**src/rtl/ls161_pkg.sv**
```systemverilog
// rtl/ls161_pkg.sv - shared state encoding and counter width for the LS161 divider controller
package ls161_pkg;

    localparam int DIV_W = 4;

    typedef enum logic [1:0] {
        ST_IDLE    = 2'd0,
        ST_PRELOAD = 2'd1,
        ST_RUN     = 2'd2
    } state_t;

endpackage

```
**src/rtl/ls161_div_ctrl.sv**
```systemverilog
// rtl/ls161_div_ctrl.sv - drives an external 4-bit '161 counter as a divide-by-N tick generator
// Optional burst mode (BURST_LEN port, tick counter, DONE) under LS161_DIV_CTRL_BURST_EN.
module ls161_div_ctrl
    import ls161_pkg::*;
#(
    parameter int BURST_W = 8
) (
    input  logic               CLK,
    input  logic               CLR_n,
    input  logic               START,
    input  logic               STOP,
    input  logic [DIV_W-1:0]   DIV_M1,
`ifdef LS161_DIV_CTRL_BURST_EN
    input  logic [BURST_W-1:0] BURST_LEN,
`endif
    input  logic               RCO_IN,
    output logic [DIV_W-1:0]   D_OUT,
    output logic               LOAD_n_OUT,
    output logic               ENP_OUT,
    output logic               ENT_OUT,
    output logic               TICK,
    output logic               BUSY,
    output logic               DONE
);

    if (BURST_W < 1) begin : g_bad_burst_w
        $error("BURST_W must be at least 1");
    end

    state_t           state;
    logic [DIV_W-1:0] div_reg;
    logic             tick_q;
    logic             tick_hit;

`ifdef LS161_DIV_CTRL_BURST_EN
    logic [BURST_W-1:0] burst_reg;
    logic [BURST_W-1:0] tick_cnt;
    logic [BURST_W-1:0] tick_cnt_nxt;
    logic               done_q;

    assign tick_cnt_nxt = tick_cnt + 1'b1;
`endif

    assign tick_hit = (state == ST_RUN) && RCO_IN;

    always_ff @(posedge CLK) begin
        if (!CLR_n) begin
            state   <= ST_IDLE;
            div_reg <= '0;
            tick_q  <= 1'b0;
`ifdef LS161_DIV_CTRL_BURST_EN
            burst_reg <= '0;
            tick_cnt  <= '0;
            done_q    <= 1'b0;
`endif
        end else begin
            tick_q <= tick_hit;
`ifdef LS161_DIV_CTRL_BURST_EN
            done_q <= 1'b0;
`endif
            case (state)
                ST_IDLE: begin
                    if (START && !STOP) begin
                        div_reg <= DIV_M1;
`ifdef LS161_DIV_CTRL_BURST_EN
                        burst_reg <= BURST_LEN;
                        tick_cnt  <= '0;
`endif
                        state <= ST_PRELOAD;
                    end
                end
                ST_PRELOAD: begin
                    state <= STOP ? ST_IDLE : ST_RUN;
                end
                ST_RUN: begin
                    if (STOP) begin
                        state <= ST_IDLE;
                    end else if (RCO_IN) begin
`ifdef LS161_DIV_CTRL_BURST_EN
                        // Leave on the terminal-count edge; the counter still reloads on it.
                        tick_cnt <= tick_cnt_nxt;
                        if ((burst_reg != '0) && (tick_cnt_nxt == burst_reg)) begin
                            state  <= ST_IDLE;
                            done_q <= 1'b1;
                        end
`endif
                    end
                end
                default: state <= ST_IDLE;
            endcase
        end
    end

    // Counter counts up from 15-DIV_M1 to 15, so LOAD on RCO gives a period of DIV_M1+1.
    always_comb begin
        D_OUT      = '0;
        LOAD_n_OUT = 1'b1;
        ENP_OUT    = 1'b0;
        ENT_OUT    = 1'b0;
        case (state)
            ST_PRELOAD: begin
                D_OUT      = ~div_reg;
                LOAD_n_OUT = 1'b0;
            end
            ST_RUN: begin
                D_OUT      = ~div_reg;
                LOAD_n_OUT = ~RCO_IN;
                ENP_OUT    = 1'b1;
                ENT_OUT    = 1'b1;
            end
            default: begin
                D_OUT      = '0;
                LOAD_n_OUT = 1'b1;
            end
        endcase
    end

    assign TICK = tick_q;
    assign BUSY = (state == ST_PRELOAD) || (state == ST_RUN);

`ifdef LS161_DIV_CTRL_BURST_EN
    assign DONE = done_q;
`else
    assign DONE = 1'b0;
`endif

endmodule

```
**config.mk**
```make
export PLATFORM = sky130hd
export DESIGN_NAME = ls161_div_ctrl
export DESIGN_NICKNAME = d
export VERILOG_FILES = /design/src/rtl/ls161_pkg.sv /design/src/rtl/ls161_div_ctrl.sv
export SDC_FILE = /design/constraint.sdc
export NUM_CORES = 1
export LEC_CHECK = 0
export BUFFER_PORTS_ARGS = -buffer_cell sky130_fd_sc_hd__buf_2
export CAP_MARGIN = 10
export CORE_MARGIN = 2
export CORE_UTILIZATION = 30
export DETAILED_ROUTE_END_ITERATION = 8
export HOLD_SLACK_MARGIN = 0.08
export PLACE_DENSITY = 0.61
export SYNTH_ARGS = -nofsm -noshare
export SYNTH_HDL_FRONTEND = slang
export SYNTH_SLANG_ARGS = --single-unit
```
**constraint.sdc**
```tcl
create_clock -name CLK -period 1.4 [get_ports CLK]
set_input_delay 0.07 -clock CLK [delete_from_list [all_inputs] [get_ports CLK]]
set_output_delay 0.07 -clock CLK [all_outputs]
set_load 0.1 [all_outputs]
```
## Word level (Yosys, flattened, before mapping)

Cells that the tools add are included.

- Flip-flop bits (word level): 7
- Input port bits: 9
- Output and inout bits: 10
- Word-level logic and storage cells: 24

- Equality and inequality tests: 4
- Multiplexer cells: 7
- Bitwise gates (word level): 2
- Reduce and logical (&&, ||, !) cells: 8

Operators by type and width:

| kind | number |
|---|---|
| $mux 2 | 3 |
| $pmux 2 s3 | 1 |
| $mux 4 | 1 |
| $ne 2x2->1 const B | 2 |
| $not 4->4 | 1 |
| $reduce_and 2->1 | 2 |
| $eq 2x1->1 const B | 1 |
| $eq 2x2->1 const B | 1 |
| $logic_and 1x1->1 | 2 |
| $logic_not 2->1 | 1 |
| $pmux 1 s2 | 1 |
| $reduce_or 2->1 | 1 |
| $logic_not 1->1 | 1 |
| $logic_or 1x1->1 | 1 |
| $mux 1 | 1 |
| $not 1->1 | 1 |

## Longest topological paths before layout

- Depth after elaboration: 4
- Mapped depth: 5
- Gate-level depth less buffers: 5

## Worst setup path before layout

Ideal clock, no wire load.

- Path type: reg-to-output
- Start point: register state[0]
- End point: output LOAD_n_OUT
- Data arrival time: 2.922 ns
- Slack: -1.592 ns
- Stages on the path, launching flop included: 4
- Path buffers: 0
- Path through: dfxtp_1 -> inv_1 -> ha_1 -> mux2i_1

- Cells in the longest elaborated chain, start to end: 2

Ends and longest elaborated chain:

| what | RTL line | text |
|---|---|---|
| from (decl) | ls161_div_ctrl.sv:30 | `state_t state;` |
| from (signal assigned) | ls161_div_ctrl.sv:73 | `state <= STOP ? ST_IDLE : ST_RUN;` |
| $eq 2x2->1 / $eq 2x1->1 (equally long branches) | ls161_div_ctrl.sv:100 | `case (state)` |
| $pmux 1 s2 * | ls161_div_ctrl.sv:100 |  |
| to (decl) | ls161_div_ctrl.sv:18 | `output logic LOAD_n_OUT,` |

Mark *: on every way between the ends. The rest lies on a longest branch, timed or not.

## Worst setup path after layout

- Start point: register state[1]
- End point: output D_OUT[2]

- Cells in the longest elaborated chain, start to end: 3

Ends and longest elaborated chain:

| what | RTL line | text |
|---|---|---|
| $eq 2x2->1 / $eq 2x1->1 (equally long branches) | ls161_div_ctrl.sv:100 |  |
| $reduce_or 2->1 (no line) * | - |  |
| $mux 4 * | - |  |
| to (decl) | ls161_div_ctrl.sv:17 | `output logic [DIV_W-1:0] D_OUT,` |

Marked as above.

==> run metrics <==
cell types with the largest area share after synthesis dfxtp_1, ha_1, mux2i_1; Placer Congestion 0.661; Reg2Reg Depth 5; endpoint of the worst setup timing path D_OUT[2]; arrival time at the worst endpoint 1330 ps; largest net degree at the start of global routing 7; ant diodes 0; share of the cycle needed by the critical path after routing 99.8%; number of clock sinks 7; number of buffers added by the clock tree synthesis step 3; register-to-register setup slack 270 ps; net count of the mapped netlist 56; Reg2Reg Launch Point state[0]; area share of the leading cell type in the synthesized netlist 35.3%; power per unit of standard cell area 1090 nW/um^2; Max Clk Rate 716 MHz; clk_lat worst skew 260 ps; clk root buf clkbuf_4; number of antenna violations at the first check in global routing 0; grt met2 use 29.4%; clock-pin slew reported for the worst setup and hold paths after clock tree synthesis 60 ps; core area 1270 sq um; total via count in the routed design 363; Yosys top cell by area dfxtp_1; Site Rows 13; total wirelength of the detailed-routed design 923 um; Final Setup Violations 0; worst vdd ir 0.000583 V; fraction of final layout cells with drive strength greater than 1 49.3%; Via density 4.43; DRC marker count from the first detailed-route iteration 1; placed wire-length estimate after detailed placement 716 um; area post-placement 651 sq um; floorplan die area 1630 sq um; global-route wire length before repair 1.58 mm; total non-filler cell area in the finished layout 727 sq um; most crowded layer after global routing met2; Critical Path Fanout Max 5; fill cell instance count of the final layout 113; Vert. Die Dim 40.4 um; worst min path class in2reg; Ys Warns 0; result of the run finished, final reports clean; proportion of synthesized chip area in sequential cells 35.3%; Post-Syn Area 397 sq um; Unique masters post-synth 18; critical path required time 1330 ps; maximum clock skew at final layout 4.63 ps; CP endpoint kind primary output; Starting Density 31.3%; gate count of the mapped netlist 43; post-route minimum period 1400 ps; antenna viol nets, final 0; quantity of I/O buffers inserted on ports 17; met1 Use GR 13.8%; worst hold slack 73.0 ps; number of placed I/O pins 19; element type at the critical path start flop; Pins Over Slew Limit 0; cell leakage power 0.340 nW; setup repair after global routing missed its margin yes; Max-cap violations 0; wire length per cell after detailed routing 11.3 um; Critical Path Start state[1]; setup TNS 0 ps; GRT Residual Overflow 0; die extent in x 40.4 um; 1st-pass router iterations 2; Total Nets Final 81; FF-to-FF End state[0]; area overhead of the layout relative to synthesis 83.3%; classification of the worst setup path reg2out; largest buffer count on any clock path 2; met3 layer usage reported by global route 4.44%; number of global-route vias before repair 370; number of hold violations in the final report 0; DRC Markers 0; Layout Utilization 57.3%; H-Tree Depth 1; flip-flop count of the largest register after layout 4; TritonCTS clock tree built; total global-route track usage 15.1%; #FFs+latches synth 7; Avg Inst Size Synth 9.22 sq um
-- repair_timing --
| action | in CTS | in global routing |
|---|---|---|
| hold buffers | 4 | 0 |
| gates resized for setup | 0 | 1 |
| buffers inserted | 0 | 1 |
| hold endpoints to repair | 4 | 0 |
| pin swaps | 0 | 1 |
| setup endpoints to repair | 4 | 4 |
-- stage by stage --
step / total power, mW / cells / setup WS (ps)
after CTS: 0.789 / 81 / -26.8
after detailed placement: 0.585 / 73 / 254
after floorplan: 0.477 / 43 / -175
after global placement: 0.582 / 73 / 261
final: 0.792 / 82 / 2.45
after global routing: 0.815 / 82 / -33.1
-- cells by family after synthesis --
logic type	share of synthesized area, %
fa+ha+maj	12.6
flops	35.3
buf+inv	6.62
other cells	0.945
mux	12.6
compound gates	4.10
simple gates	27.8
-- critical path, cell delays in order (launching register included) --
cell     delay, ps
dfxtp_4        390
inv_4           50
ha_4           280
nor2b_4        160
buf_12         180
-- placed cells by master, fill, tap and decap left out --
master	netlist	final
a21oi_1	1	1
a31oi_1	1	1
and3_1	1	1
buf_12	0	6
buf_2	0	11
buf_4	2	1
clkbuf_1	0	1
clkbuf_4	0	3
conb_1	1	1
dfxtp_1	7	5
dfxtp_2	0	1
dfxtp_4	0	1
dlygate4sd3_1	0	4
ha_1	4	2
ha_4	0	2
inv_1	3	1
inv_4	0	2
mux2i_1	5	4
mux2i_4	0	1
nand2_1	1	1
nand2b_1	1	1
nand3_1	2	2
nand3b_4	1	1
nor2_1	5	5
nor2b_1	5	1
nor2b_4	0	4
o21ai_0	1	1
or2_0	1	1
or2b_1	1	1
-- metal layers --
layer	wire, um	vias to the layer above
met1	344	158
met2	490	18
met3	72	2
li1	-	185
met5	0	-
met4	16	0
-- worst min path at each step --
stage / cells after the start / endpoint / from / slack (ps)
5_1_grt: 2 / TICK / CLR_n / 110
2_1_floorplan: 2 / div_reg[0] / DIV_M1[0] / 210
4_1_cts: 2 / TICK / CLR_n / 80
6_report: 2 / TICK / CLR_n / 70
3_5_place_dp: 3 / div_reg[0] / DIV_M1[0] / 310
3_3_place_gp: 3 / div_reg[2] / DIV_M1[2] / 300
-- cell usage after synthesis --
cell and instances:
a21oi_1 1, a31oi_1 1, and3_1 1, buf_4 2, conb_1 1, dfxtp_1 7
ha_1 4, inv_1 3, mux2i_1 5, nand2_1 1, nand2b_1 1, nand3_1 2
nand3b_4 1, nor2_1 5, nor2b_1 5, o21ai_0 1, or2_0 1, or2b_1 1
-- report_power, final --
part	switching, mW	total, mW	internal [mW]
registers	0.0115	0.220	0.208
clock network	0.0898	0.200	0.110
logic	0.228	0.373	0.145
total	0.329	0.792	0.463
-- area by class of cell --
type	instances	area, sq um	area share, %
well taps	15	18.8	2.58
clock buffers	4	26.3	3.61
multi-input cells	31	298	41.0
inverters	3	16.3	2.24
repair buffers	22	223	30.6
flip-flops and latches	7	145	20.0
No activity file was read; power rests on OpenSTA's default activity.
